`src/rtl/fp_div_pkg.sv`:
```
// Shared types, constants and IEEE-754 single field helpers for the divider issuer.
package fp_div_pkg;

   typedef enum logic [1:0] {IDLE, ISSUE, WAIT, OUT} state_t;

   localparam logic [31:0] QNAN      = 32'h7FC0_0000;
   localparam logic [31:0] POS_INF   = 32'h7F80_0000;
   localparam logic [31:0] SIGN_MASK = 32'h8000_0000;

   function automatic logic sign_of(input logic [31:0] x);
      return x[31];
   endfunction

   function automatic logic [7:0] exp_of(input logic [31:0] x);
      return x[30:23];
   endfunction

   function automatic logic [22:0] man_of(input logic [31:0] x);
      return x[22:0];
   endfunction

endpackage

```
`src/rtl/fp_special_classifier.sv`:
```
// Combinational detector for divide operand pairs whose quotient is known
// without running the Divider (NaN, zero and infinity cases).
module fp_special_classifier
   import fp_div_pkg::*;
#(
   parameter logic [31:0] NAN_VAL = 32'h7FC0_0000
) (
   input  logic [31:0] a,
   input  logic [31:0] b,
   output logic        is_special,
   output logic [31:0] result,
   output logic        nan
);

   logic a_nan, b_nan, a_inf, b_inf, a_zero, b_zero, sgn;

   // Operand classes; denormals are treated as finite non-zero values
   always_comb begin
      a_nan  = (exp_of(a) == 8'hFF) && (man_of(a) != 23'd0);
      b_nan  = (exp_of(b) == 8'hFF) && (man_of(b) != 23'd0);
      a_inf  = (exp_of(a) == 8'hFF) && (man_of(a) == 23'd0);
      b_inf  = (exp_of(b) == 8'hFF) && (man_of(b) == 23'd0);
      a_zero = (exp_of(a) == 8'h00) && (man_of(a) == 23'd0);
      b_zero = (exp_of(b) == 8'h00) && (man_of(b) == 23'd0);
      sgn    = sign_of(a) ^ sign_of(b);
   end

   // Priority: invalid ops first, then infinite results, then zero results
   always_comb begin
      is_special = 1'b0;
      result     = '0;
      nan        = 1'b0;
      if (a_nan || b_nan || (a_zero && b_zero) || (a_inf && b_inf)) begin
         is_special = 1'b1;
         result     = NAN_VAL;
         nan        = 1'b1;
      end else if (b_zero || a_inf) begin
         is_special = 1'b1;
         result     = POS_INF | (sgn ? SIGN_MASK : 32'h0);
      end else if (a_zero || b_inf) begin
         is_special = 1'b1;
         result     = sgn ? SIGN_MASK : 32'h0;
      end
   end

endmodule

```
`src/rtl/fp_div_issuer.sv`:
```
// Initiator for the Divider En/Ready handshake: takes operand pairs on a
// valid/ready stream, pulses En, waits for a Ready or NaN rising edge (or
// times out) and returns the quotient on a valid/ready stream.
// Optional build macro: FP_DIV_ISSUER_BYPASS_EN (special operands skip the Divider).
module fp_div_issuer #(
   parameter int unsigned EN_PULSE_CYCLES = 2,
   parameter int unsigned TIMEOUT_CYCLES  = 64,
   parameter logic [31:0] QNAN            = 32'h7FC0_0000
) (
   input  logic        clk,
   input  logic        reset,
   input  logic        in_valid,
   output logic        in_ready,
   input  logic [31:0] in_a,
   input  logic [31:0] in_b,
   output logic [31:0] div_a,
   output logic [31:0] div_b,
   output logic        div_en,
   input  logic [31:0] div_result,
   input  logic        div_ready,
   input  logic        div_nan,
   output logic        out_valid,
   input  logic        out_ready,
   output logic [31:0] out_result,
   output logic        out_nan,
   output logic        out_timeout,
   output logic        busy
);
   import fp_div_pkg::*;

   localparam int unsigned PCW = 4;
   localparam int unsigned WCW = $clog2(TIMEOUT_CYCLES);
   localparam int unsigned DCW = 8;

   state_t           state, state_d;
   logic [31:0]      div_a_d, div_b_d, out_result_d, pend_res, pend_res_d;
   logic             div_en_d, out_valid_d, out_nan_d, out_timeout_d;
   logic [PCW-1:0]   pulse_cnt, pulse_cnt_d;
   logic [WCW-1:0]   wait_cnt, wait_cnt_d;
   logic [DCW-1:0]   ign_cnt, ign_cnt_d;
   logic             ready_q, nan_q, pend, pend_d, pend_nan, pend_nan_d;
   logic             comp;
   logic [31:0]      comp_res;

`ifdef FP_DIV_ISSUER_BYPASS_EN
   logic             sp_special;
   logic [31:0]      sp_result;
   logic             sp_nan;

   fp_special_classifier #(.NAN_VAL(QNAN)) u_classifier (
      .a          (in_a),
      .b          (in_b),
      .is_special (sp_special),
      .result     (sp_result),
      .nan        (sp_nan)
   );
`endif

   // Completion is edge-only so a level left over from the previous op is ignored
   always_comb begin
      comp     = (div_ready & ~ready_q) | (div_nan & ~nan_q);
      comp_res = div_nan ? QNAN : div_result;
   end

   assign in_ready = (state == IDLE);
   assign busy     = (state != IDLE);

   // Next-state and registered-output computation
   always_comb begin
      state_d       = state;
      div_a_d       = div_a;
      div_b_d       = div_b;
      div_en_d      = div_en;
      pulse_cnt_d   = pulse_cnt;
      wait_cnt_d    = wait_cnt;
      out_valid_d   = out_valid;
      out_result_d  = out_result;
      out_nan_d     = out_nan;
      out_timeout_d = out_timeout;
      pend_d        = pend;
      pend_res_d    = pend_res;
      pend_nan_d    = pend_nan;
      ign_cnt_d     = ign_cnt;
      case (state)
         IDLE: begin
            if (comp) ign_cnt_d = ign_cnt + DCW'(1);
            if (in_valid) begin
               div_a_d     = in_a;
               div_b_d     = in_b;
               pulse_cnt_d = '0;
               pend_d      = 1'b0;
`ifdef FP_DIV_ISSUER_BYPASS_EN
               if (sp_special) begin
                  out_valid_d   = 1'b1;
                  out_result_d  = sp_result;
                  out_nan_d     = sp_nan;
                  out_timeout_d = 1'b0;
                  state_d       = OUT;
               end else begin
                  div_en_d = 1'b1;
                  state_d  = ISSUE;
               end
`else
               div_en_d = 1'b1;
               state_d  = ISSUE;
`endif
            end
         end
         ISSUE: begin
            pulse_cnt_d = pulse_cnt + PCW'(1);
            if (comp && !pend) begin
               pend_d     = 1'b1;
               pend_res_d = comp_res;
               pend_nan_d = div_nan;
            end
            if (pulse_cnt == PCW'(EN_PULSE_CYCLES - 1)) begin
               div_en_d   = 1'b0;
               wait_cnt_d = '0;
               state_d    = WAIT;
            end
         end
         WAIT: begin
            wait_cnt_d = wait_cnt + WCW'(1);
            if (pend || comp) begin
               out_valid_d   = 1'b1;
               out_result_d  = pend ? pend_res : comp_res;
               out_nan_d     = pend ? pend_nan : div_nan;
               out_timeout_d = 1'b0;
               pend_d        = 1'b0;
               state_d       = OUT;
            end else if (wait_cnt == WCW'(TIMEOUT_CYCLES - 1)) begin
               out_valid_d   = 1'b1;
               out_result_d  = QNAN;
               out_nan_d     = 1'b1;
               out_timeout_d = 1'b1;
               state_d       = OUT;
            end
         end
         OUT: begin
            if (comp) ign_cnt_d = ign_cnt + DCW'(1);
            if (out_ready) begin
               out_valid_d = 1'b0;
               state_d     = IDLE;
            end
         end
         default: state_d = IDLE;
      endcase
   end

   // State and output registers; reset discards any in-flight op
   always_ff @(posedge clk or negedge reset) begin
      if (!reset) begin
         state       <= IDLE;
         div_a       <= '0;
         div_b       <= '0;
         div_en      <= 1'b0;
         pulse_cnt   <= '0;
         wait_cnt    <= '0;
         out_valid   <= 1'b0;
         out_result  <= '0;
         out_nan     <= 1'b0;
         out_timeout <= 1'b0;
         ready_q     <= 1'b0;
         nan_q       <= 1'b0;
         pend        <= 1'b0;
         pend_res    <= '0;
         pend_nan    <= 1'b0;
         ign_cnt     <= '0;
      end else begin
         state       <= state_d;
         div_a       <= div_a_d;
         div_b       <= div_b_d;
         div_en      <= div_en_d;
         pulse_cnt   <= pulse_cnt_d;
         wait_cnt    <= wait_cnt_d;
         out_valid   <= out_valid_d;
         out_result  <= out_result_d;
         out_nan     <= out_nan_d;
         out_timeout <= out_timeout_d;
         ready_q     <= div_ready;
         nan_q       <= div_nan;
         pend        <= pend_d;
         pend_res    <= pend_res_d;
         pend_nan    <= pend_nan_d;
         ign_cnt     <= ign_cnt_d;
      end
   end

endmodule

```
`config.mk`:
```
export PLATFORM = sky130hd
export DESIGN_NAME = fp_div_issuer
export DESIGN_NICKNAME = d
export VERILOG_FILES = /design/src/rtl/fp_div_pkg.sv /design/src/rtl/fp_special_classifier.sv /design/src/rtl/fp_div_issuer.sv
export SDC_FILE = /design/constraint.sdc
export NUM_CORES = 1
export LEC_CHECK = 0
export CAP_MARGIN = 20
export CORE_MARGIN = 2
export CORE_UTILIZATION = 50
export DETAILED_ROUTE_END_ITERATION = 8
export PLACE_DENSITY = 0.85
export SETUP_SLACK_MARGIN = 0.4
export SKIP_LAST_GASP = 1
export SLEW_MARGIN = 10
export SYNTH_ARGS = -nofsm -noshare
export SYNTH_HDL_FRONTEND = slang
export SYNTH_SLANG_ARGS = --single-unit
export TNS_END_PERCENT = 100
```
`constraint.sdc`:
```
create_clock -name clk -period 3.8 [get_ports clk]
set_input_delay 0.38 -clock clk [delete_from_list [all_inputs] [get_ports clk]]
set_output_delay 0.38 -clock clk [all_outputs]
set_load 0.05 [all_outputs]
```
==> report_table.html, run 1 <==
<table>
<tr><th>Metric</th><th>Value</th></tr>
<tr><th colspan="2">Critical path</th></tr>
<tr><td>Most repeated library cell on the critical path</td><td>inv_1</td></tr>
<tr><td>Delay of the slowest critical-path stage</td><td>0.82 ns</td></tr>
<tr><td>Data required time of the worst path</td><td>3.42 ns</td></tr>
<tr><td>R2R Path Start</td><td>wait_cnt[0]</td></tr>
<tr><td>Worst setup SP type</td><td>register</td></tr>
<tr><td>Data arrival at the endpoint of the critical path</td><td>2.22 ns</td></tr>
<tr><td>Critical-path top delay cell</td><td>clkdlybuf4s50_1</td></tr>
<tr><td>Max Fanout on Critical Path</td><td>8</td></tr>
<tr><td>Worst-case register-to-register setup slack</td><td>1.21 ns</td></tr>
<tr><td>Critical Setup Path Class</td><td>reg2out</td></tr>
<tr><td>Endpoint of the lowest-slack register-to-register path</td><td>out_result[16]</td></tr>
<tr><td>Critical Path Start</td><td>state[0]</td></tr>
<tr><td>CP Capture Type</td><td>output port</td></tr>
<tr><td>Cell-by-cell listing of the critical path</td><td>inv_1 &gt; ha_1 &gt; inv_1 &gt; clkdlybuf4s50_1</td></tr>
<tr><td>Count of cells along the worst register-to-register path</td><td>7</td></tr>
<tr><td>Worst Setup EP</td><td>busy</td></tr>
<tr><th colspan="2">Floorplan</th></tr>
<tr><td>Top-level port count</td><td>204</td></tr>
<tr><td>Chip Height</td><td>118 um</td></tr>
<tr><td>Initial Utilization</td><td>51.4%</td></tr>
<tr><td>Placeable Area</td><td>0.0127 mm2</td></tr>
<tr><td>Full die area</td><td>0.0140 mm2</td></tr>
<tr><td>Cell row count</td><td>41</td></tr>
<tr><td>Die width</td><td>118 um</td></tr>
<tr><th colspan="2">Detailed routing</th></tr>
<tr><td>Detailed-router iteration count before antenna repair</td><td>4</td></tr>
<tr><td>Remaining number of nets flagged by the antenna check after routing</td><td>0</td></tr>
<tr><td>Routed via count</td><td>4938</td></tr>
<tr><td>DR WL/cell</td><td>17.6 um</td></tr>
<tr><td>Initial DRC count</td><td>300</td></tr>
<tr><td>Number of design rule violations left after detail routing</td><td>0</td></tr>
<tr><td>Vias per inst</td><td>5.36</td></tr>
<tr><td>Routed Wire Length</td><td>16200 um</td></tr>
<tr><th colspan="2">CTS</th></tr>
<tr><td>Post-cts sizing count</td><td>0</td></tr>
<tr><td>Number of buffers created by CTS</td><td>17</td></tr>
<tr><td>Cts-stage hold buffer count</td><td>0</td></tr>
<tr><td>Number of buffers on the longest clock path</td><td>2</td></tr>
<tr><td>Clock Sinks</td><td>148</td></tr>
<tr><td>Master cell of the clock root buffer</td><td>clkbuf_16</td></tr>
<tr><td>Clock-pin slew on the worst setup and hold paths</td><td>0.05 ns</td></tr>
<tr><td>H-tree depth reported by CTS</td><td>4</td></tr>
<tr><td>TritonCTS clock tree</td><td>yes</td></tr>
<tr><td>Worst skew pair latency</td><td>0.41 ns</td></tr>
<tr><td># Post-CTS Setup Buffers</td><td>0</td></tr>
<tr><th colspan="2">Synth</th></tr>
<tr><td>Synthesized area</td><td>0.00652 mm2</td></tr>
<tr><td>Register bit total from synthesis</td><td>148</td></tr>
<tr><td>Leading register cell type out of synthesis</td><td>dfrtp_1</td></tr>
<tr><td>Part of the Yosys area used for sequential elements</td><td>56.8%</td></tr>
<tr><td>Proportion of synthesized flip-flops having asynchronous set or reset</td><td>100%</td></tr>
<tr><td>Syn Nets</td><td>652</td></tr>
<tr><td>Mean area per synthesized cell</td><td>12.0 um2</td></tr>
<tr><td>Yosys warnings</td><td>0</td></tr>
<tr><td>Count of mapped cells out of synthesis</td><td>543</td></tr>
<tr><td>Number of enable flip-flop cells after synthesis</td><td>0</td></tr>
<tr><td>Netlist cell types</td><td>41</td></tr>
<tr><th colspan="2">Timing</th></tr>
<tr><td>Pins Over Slew Limit</td><td>0</td></tr>
<tr><td>Highest achievable clock rate</td><td>385 MHz</td></tr>
<tr><td>Final-report hold violation count</td><td>0</td></tr>
<tr><td>Worst slew margin relative to its limit</td><td>32.8%</td></tr>
<tr><td>Total of endpoints with negative setup slack in the final report</td><td>0</td></tr>
<tr><td>Fin crit period</td><td>2.60 ns</td></tr>
<tr><td>Worst slew pin tran</td><td>1.01 ns</td></tr>
<tr><td>Post-route setup TNS</td><td>0 ns</td></tr>
<tr><td>Setup repair after global routing missed its margin</td><td>no</td></tr>
<tr><td>Clock tree skew after final layout</td><td>0.00555 ns</td></tr>
<tr><td>Portion of the clock cycle consumed by the worst path in the final layout</td><td>68.4%</td></tr>
<tr><th colspan="2">Power and ir drop</th></tr>
<tr><td>Static leakage power</td><td>3.94 nW</td></tr>
<tr><td>Pwr dens</td><td>963 mW/mm2</td></tr>
<tr><td>Worst ir drop on vdd</td><td>0.000405 V</td></tr>
<tr><th colspan="2">Outcome</th></tr>
<tr><td>Run status</td><td>completed</td></tr>
<tr><th colspan="2">Global routing</th></tr>
<tr><td>Largest net degree at the start of global routing</td><td>109</td></tr>
<tr><td>Number of antenna violations at the first check in global routing</td><td>1</td></tr>
<tr><td>Via count of the first global-routing pass</td><td>5073</td></tr>
<tr><td>Remaining Overflow, GRT</td><td>0</td></tr>
<tr><td>Global-route wire length before repair</td><td>26600 um</td></tr>
<tr><td>Combined global-route utilization of all metal layers</td><td>24.1%</td></tr>
<tr><th colspan="2">Cells and area</th></tr>
<tr><td>Nets@finish</td><td>847</td></tr>
<tr><td>Most common cell after layout, fill and taps aside</td><td>clkdlybuf4s50_1</td></tr>
<tr><td>Layout cell share with drive strength beyond 1</td><td>18.4%</td></tr>
<tr><td>Area Overhead vs Synth</td><td>40.8%</td></tr>
<tr><td>Fin util</td><td>72.4%</td></tr>
<tr><td>Highest-count cells in the layout ignoring fill and taps</td><td>clkdlybuf4s50_1, dfrtp_1, mux2_2, nand2_1, o21ai_0</td></tr>
<tr><th colspan="2">Placed design</th></tr>
<tr><td>Placer's final routability congestion estimate</td><td>0.824</td></tr>
<tr><td>Port Buffer Count</td><td>203</td></tr>
<tr><td>HPWL after detailed placement</td><td>11500 um</td></tr>
<tr><th colspan="2">Flow run</th></tr>
<tr><td>Max cap viols</td><td>0</td></tr>
<tr><th colspan="2">Worst hold path</th></tr>
<tr><td>Worst min path class</td><td>in2async</td></tr>
</table>
-- routing by layer --
layer  vias up  track usage, %  share of wire (%)  wire length [um]
li1       2283               -                  -                 -
met1      2418            30.3                 42              6750
met2       203            39.0                 48              7870
met3        34            6.95                7.2              1170
met4         0            10.0                2.8               450
met5         -               0                  0                 0
-- cell families (layout without fill, tap and decap cells) --
kind of cell | Yosys count | count (layout) | synth area share [%]
simple gates | 124 | 124 | 9.14
mux | 96 | 96 | 17.6
xor+xnor | 2 | 2 | 0.269
flops | 148 | 148 | 56.8
compound gates | 122 | 122 | 11.3
other cells | 0 | 1 | 0
buf+inv | 44 | 250 | 3.49
fa+ha+maj | 7 | 7 | 1.34
-- layout make-up --
cell class / count / area (um2)
Fill cell: 869 / 3490
Inverter: 6 / 22.5
Tap cell: 172 / 215
Clock inverter: 5 / 28.8
Clock buffer: 25 / 485
Antenna cell: 1 / 2.50
Sequential cell: 148 / 3700
Timing Repair Buffer: 214 / 2120
Multi-Input combinational cell: 351 / 2600
-- cells in the mapped netlist (all sizes together), types with 2 or more instances --
cell type  instances  area [um2]
a2111oi            3        51.3
a21oi             23         115
a22o               2        17.5
buf               17         126
clkbuf            21        78.8
dfrtp            148        3700
ha                 7        87.6
inv                6        22.5
mux2              90        1090
mux2i              6        60.1
nand2             64         240
nand2b            25         156
nand3              6        30.0
nor2              15        56.3
nor2b              4        25.0
nor3               2        10.0
o21ai             63         315
o311ai             2        17.5
o31ai             25         188
xnor2              2        17.5
-- registers in the layout, summed over array words and instances, names as in the netlist, 2 cells and up --
signal and cells:
pulse_cnt 4, pend_res 32, wait_cnt 6, div_b 32
div_a 32, out_result 32, state 2
-- worst max-delay path, delay by kind of cell (launching register included) --
kind / cells / cell delay [ns]
fa+ha+maj: 1 / 0.33
buf+inv: 3 / 1.09
flops: 1 / 0.38
-- metrics by stage --
step                hold slack, ns  setup slack, ns  instance area [um2]  std cells  power (mW)
floorplan                   0.0844             1.71                 6520        543        5.87
CTS                          0.133             1.18                 9180        921        8.91
global route                 0.175             1.08                 9180        922        9.28
finish                      0.0916             1.20                 9180        922        8.84
detailed placement           0.471            0.906                 8660        891        7.40
global placement             0.461            0.953                 8660        891        7.25
-- worst min-delay path by stage --
| stage | startpoint | endpoint | slack [ns] |
|---|---|---|---|
| 3_5_place_dp | pend_res[1] | pend_res[1] | 0.47 |
| 2_1_floorplan | reset | div_a[0] | 0.08 |
| 3_3_place_gp | pend_res[7] | pend_res[7] | 0.46 |
| 4_1_cts | reset | pend_res[0] | 0.13 |
| 6_report | reset | pend_res[0] | 0.09 |
| 5_1_grt | reset | out_result[0] | 0.17 |
-- power by group --
group	leakage, nW	switching (mW)	internal (mW)
sequential	1.83	0.404	2.27
combinational	1.85	2.95	1.75
clock	0.257	0.586	0.875
total	3.94	3.94	4.90
Power figures use the tool's default switching activity.
==> inputs of run 2 (changes only) <==
--- a/config.mk
+++ b/config.mk
@@ -7,9 +7,9 @@
 export LEC_CHECK = 0
 export CAP_MARGIN = 20
 export CORE_MARGIN = 2
-export CORE_UTILIZATION = 50
+export CORE_UTILIZATION = 47
 export DETAILED_ROUTE_END_ITERATION = 8
-export PLACE_DENSITY = 0.85
+export PLACE_DENSITY = 0.81
 export SETUP_SLACK_MARGIN = 0.4
 export SKIP_LAST_GASP = 1
 export SLEW_MARGIN = 10
==> constraint.sdc (replaced) <==
create_clock -name clk -period 2.4 [get_ports clk]
set_input_delay 0.24 -clock clk [delete_from_list [all_inputs] [get_ports clk]]
set_output_delay 0.24 -clock clk [all_outputs]
set_load 0.05 [all_outputs]
==> report_table.html, run 2 (synthesis gave the netlist of run 1 again) <==
<table>
<tr><th>Metric</th><th>Value</th></tr>
<tr><th colspan="2">Outcome</th></tr>
<tr><td>Run status</td><td>completed (unchanged)</td></tr>
<tr><th colspan="2">Timing</th></tr>
<tr><td>Worst slew margin relative to its limit</td><td>60.4% (was 32.8%)</td></tr>
<tr><td>Final-report hold violation count</td><td>0 (unchanged)</td></tr>
<tr><td>Pins Over Slew Limit</td><td>0 (unchanged)</td></tr>
<tr><td>Post-route setup TNS</td><td>0 ns (unchanged)</td></tr>
<tr><td>Fin crit period</td><td>2.02 ns</td></tr>
<tr><td>Highest achievable clock rate</td><td>494 MHz</td></tr>
<tr><td>Worst slew pin tran</td><td>0.594 ns (was 1.01 ns)</td></tr>
<tr><td>Setup repair after global routing missed its margin</td><td>yes (was no)</td></tr>
<tr><td>Clock tree skew after final layout</td><td>0.00900 ns (was 0.00555 ns)</td></tr>
<tr><td>Total of endpoints with negative setup slack in the final report</td><td>0 (unchanged)</td></tr>
<tr><td>Portion of the clock cycle consumed by the worst path in the final layout</td><td>84.3%</td></tr>
<tr><th colspan="2">Global routing</th></tr>
<tr><td>Largest net degree at the start of global routing</td><td>70 (was 109)</td></tr>
<tr><td>Via count of the first global-routing pass</td><td>5201 (was 5073)</td></tr>
<tr><td>Remaining Overflow, GRT</td><td>0 (unchanged)</td></tr>
<tr><td>Number of antenna violations at the first check in global routing</td><td>0 (was 1)</td></tr>
<tr><td>Global-route wire length before repair</td><td>26200 um (was 26600 um)</td></tr>
<tr><td>Combined global-route utilization of all metal layers</td><td>23.0% (was 24.1%)</td></tr>
<tr><th colspan="2">Floorplan</th></tr>
<tr><td>Top-level port count</td><td>204 (unchanged)</td></tr>
<tr><td>Cell row count</td><td>43 (was 41)</td></tr>
<tr><td>Placeable Area</td><td>0.0137 mm2 (was 0.0127 mm2)</td></tr>
<tr><td>Die width</td><td>122 um (was 118 um)</td></tr>
<tr><td>Initial Utilization</td><td>47.5% (was 51.4%)</td></tr>
<tr><td>Full die area</td><td>0.0148 mm2 (was 0.0140 mm2)</td></tr>
<tr><td>Chip Height</td><td>122 um (was 118 um)</td></tr>
<tr><th colspan="2">Power and ir drop</th></tr>
<tr><td>Static leakage power</td><td>4.12 nW (was 3.94 nW)</td></tr>
<tr><td>Worst ir drop on vdd</td><td>0.000612 V (was 0.000405 V)</td></tr>
<tr><td>Switching part of the total</td><td>43.1% (was 44.6%)</td></tr>
<tr><td>Power dissipated by switching net loads</td><td>6.39 mW (was 3.94 mW)</td></tr>
<tr><td>Combinational power share</td><td>52.7% (was 53.2%)</td></tr>
<tr><td>Clock network fraction of design power</td><td>18.7% (was 16.5%)</td></tr>
<tr><td>Pwr dens</td><td>1550 mW/mm2 (was 963 mW/mm2)</td></tr>
<tr><td>Total internal power</td><td>8.44 mW (was 4.90 mW)</td></tr>
<tr><td>Sequential power share</td><td>28.7% (was 30.3%)</td></tr>
<tr><th colspan="2">Detailed routing</th></tr>
<tr><td>Routed Wire Length</td><td>16500 um (was 16200 um)</td></tr>
<tr><td>Routed via count</td><td>4961 (was 4938)</td></tr>
<tr><td>Vias per inst</td><td>5.24 (was 5.36)</td></tr>
<tr><td>Remaining number of nets flagged by the antenna check after routing</td><td>0 (unchanged)</td></tr>
<tr><td>Detailed-router iteration count before antenna repair</td><td>4 (unchanged)</td></tr>
<tr><td>Number of design rule violations left after detail routing</td><td>0 (unchanged)</td></tr>
<tr><td>Initial DRC count</td><td>358 (was 300)</td></tr>
<tr><td>DR WL/cell</td><td>17.5 um (was 17.6 um)</td></tr>
<tr><th colspan="2">Critical path</th></tr>
<tr><td>Buffers plus inverters on the worst setup path</td><td>2 (was 3)</td></tr>
<tr><td>Delay of the slowest critical-path stage</td><td>0.39 ns (was 0.82 ns)</td></tr>
<tr><td>Worst path depth</td><td>7 (was 4)</td></tr>
<tr><td>Count of cells along the worst register-to-register path</td><td>7 (unchanged)</td></tr>
<tr><td>Worst setup SP type</td><td>register (unchanged)</td></tr>
<tr><td>Max Fanout on Critical Path</td><td>6 (was 8)</td></tr>
<tr><td>Top delay family on crit path</td><td>simple AND/OR/NAND/NOR gates (was buffers and inverters)</td></tr>
<tr><td>Cell-by-cell listing of the critical path</td><td>ha_2 &gt; and3_4 &gt; a2111oi_4 &gt; nand2b_4 &gt; buf_12 &gt; buf_12 &gt; mux2_1 (was inv_1 &gt; ha_1 &gt; inv_1 &gt; clkdlybuf4s50_1)</td></tr>
<tr><td>Critical Setup Path Class</td><td>reg2reg (was reg2out)</td></tr>
<tr><td>Data arrival at the endpoint of the critical path</td><td>2.32 ns (was 2.22 ns)</td></tr>
<tr><td>Critical-path top delay cell</td><td>dfrtp_1 (was clkdlybuf4s50_1)</td></tr>
<tr><td>Data required time of the worst path</td><td>2.70 ns (was 3.42 ns)</td></tr>
<tr><td>CP Capture Type</td><td>register (was output port)</td></tr>
<tr><td>Most repeated library cell on the critical path</td><td>buf_12 (was inv_1)</td></tr>
<tr><th colspan="2">Cells and area</th></tr>
<tr><td>Nets@finish</td><td>863 (was 847)</td></tr>
<tr><td>Most common cell after layout, fill and taps aside</td><td>clkdlybuf4s50_1 (unchanged)</td></tr>
<tr><td>Highest-count cells in the layout ignoring fill and taps</td><td>clkdlybuf4s50_1, dfrtp_1, mux2_2, nand2_1, o21ai_0 (unchanged)</td></tr>
<tr><td>Area Overhead vs Synth</td><td>47.2% (was 40.8%)</td></tr>
<tr><td>Count of filler cells inserted in the layout</td><td>947 (was 869)</td></tr>
<tr><td>Layout cell share with drive strength beyond 1</td><td>21.3% (was 18.4%)</td></tr>
<tr><td>Diodes inserted</td><td>0 (was 1)</td></tr>
<tr><td>Fin util</td><td>69.9% (was 72.4%)</td></tr>
<tr><th colspan="2">CTS</th></tr>
<tr><td>Worst skew pair latency</td><td>0.42 ns (was 0.41 ns)</td></tr>
<tr><td>Number of buffers on the longest clock path</td><td>2 (unchanged)</td></tr>
<tr><td>H-tree depth reported by CTS</td><td>4 (unchanged)</td></tr>
<tr><td>Clock Sinks</td><td>148 (unchanged)</td></tr>
<tr><td>Master cell of the clock root buffer</td><td>clkbuf_16 (unchanged)</td></tr>
<tr><td>Clock-pin slew on the worst setup and hold paths</td><td>0.06 ns (was 0.05 ns)</td></tr>
<tr><td>Number of buffers created by CTS</td><td>17 (unchanged)</td></tr>
<tr><td>TritonCTS clock tree</td><td>yes (unchanged)</td></tr>
<tr><th colspan="2">Placed design</th></tr>
<tr><td>Port Buffer Count</td><td>203 (unchanged)</td></tr>
<tr><td>HPWL after detailed placement</td><td>11500 um (about the same)</td></tr>
<tr><td>Placer's final routability congestion estimate</td><td>0.780 (was 0.824)</td></tr>
<tr><th colspan="2">Flow run</th></tr>
<tr><td>Max cap viols</td><td>0 (unchanged)</td></tr>
<tr><th colspan="2">Worst hold path</th></tr>
<tr><td>Number of cells traversed by the worst hold path</td><td>1</td></tr>
<tr><td>Worst min path class</td><td>in2reg (was in2async)</td></tr>
</table>
run 2: cell count changes in the layout (fill, tap and decap cells not counted), sizes merged:
| cell | previous run | this run |
|---|---|---|
| buf | 12 | 27 |
| bufinv | 0 | 4 |
| clkbuf | 25 | 24 |
| clkdlybuf4s15 | 0 | 2 |
| clkdlybuf4s50 | 202 | 200 |
| clkinv | 5 | 2 |
| clkinvlp | 0 | 2 |
| diode | 1 | 0 |
| dlygate4sd3 | 0 | 1 |
run 2: final cells by class:
cell class / count / area (um2) / share of cell area, %
clock buffer: 24 / 472 / 4.92
clock inverter: 8 / 149 / 1.55
inverter: 6 / 22.5 / 0.235
multi-input combinational: 351 / 2650 / 27.6
sequential: 148 / 3710 / 38.6
tap: 180 / 225 / 2.35
timing repair buffer: 230 / 2370 / 24.7
run 2: worst paths after layout:
path                                   from        endpoint  slack [ns]
worst max-delay path            wait_cnt[1]  out_result[14]        0.38
worst min-delay path              div_ready         ready_q        0.34
worst max register to register  wait_cnt[1]  out_result[14]        0.38
worst min register to register  pend_res[3]     pend_res[3]        0.48
max in group asynchronous             reset       div_a[14]        1.22
min in group asynchronous             reset     pend_res[0]        0.38
run 2: stage by stage:
stage | hold WS, ns | power [mW] | std cells | setup WS (ns) | cell area, um2
floorplan | -0.0556 | 9.30 | 543 | 0.393 | 6520
detailed placement | 0.272 | 11.8 | 904 | 0.224 | 8750
global placement | 0.263 | 11.6 | 904 | 0.248 | 8750
finish | 0.340 | 14.8 | 947 | 0.376 | 9590
CTS | 0.320 | 14.8 | 946 | 0.360 | 9540
global route | 0.329 | 15.6 | 947 | 0.315 | 9590
run 2: what timing repair did:
action	CTS	global route
endpoints found under the setup margin	26	44
gates cloned	3	0
buffers inserted	6	1
pin swaps	1	2
hold buffers	1	0
resized for setup	11	9
hold endpoints to repair	61	0
run 2: worst register-to-register path, delay by kind of cell, from the launching register on:
| kind | cells | cell delay, ns |
|---|---|---|
| adder cells (fa/ha/maj) | 1 | 0.21 |
| multiplexers | 1 | 0.33 |
| AO/OA/AOI/OAI | 1 | 0.30 |
| AND/OR/NAND/NOR | 2 | 0.43 |
| flip-flops | 1 | 0.39 |
| buffers and inverters | 2 | 0.25 |
run 2: routing by layer:
layer	share of wire, %	wire, um	GRT usage [%]	up-vias
met5	0	0	0	-
met1	40	6690	27.6	2391
met4	2.4	398	9.48	0
met2	50	8270	39.5	214
li1	-	-	-	2323
met3	7.1	1180	6.04	33
run 2: power groups by stage:
stage | sequential [mW] | combinational [mW] | clock, mW
5_1_grt | 4.39 | 8.26 | 2.94
3_3_place_gp | 4.20 | 7.36 | 0
3_5_place_dp | 4.27 | 7.52 | 0
6_report | 4.25 | 7.81 | 2.77
4_1_cts | 4.25 | 7.77 | 2.82
2_1_floorplan | 6.91 | 2.39 | 0
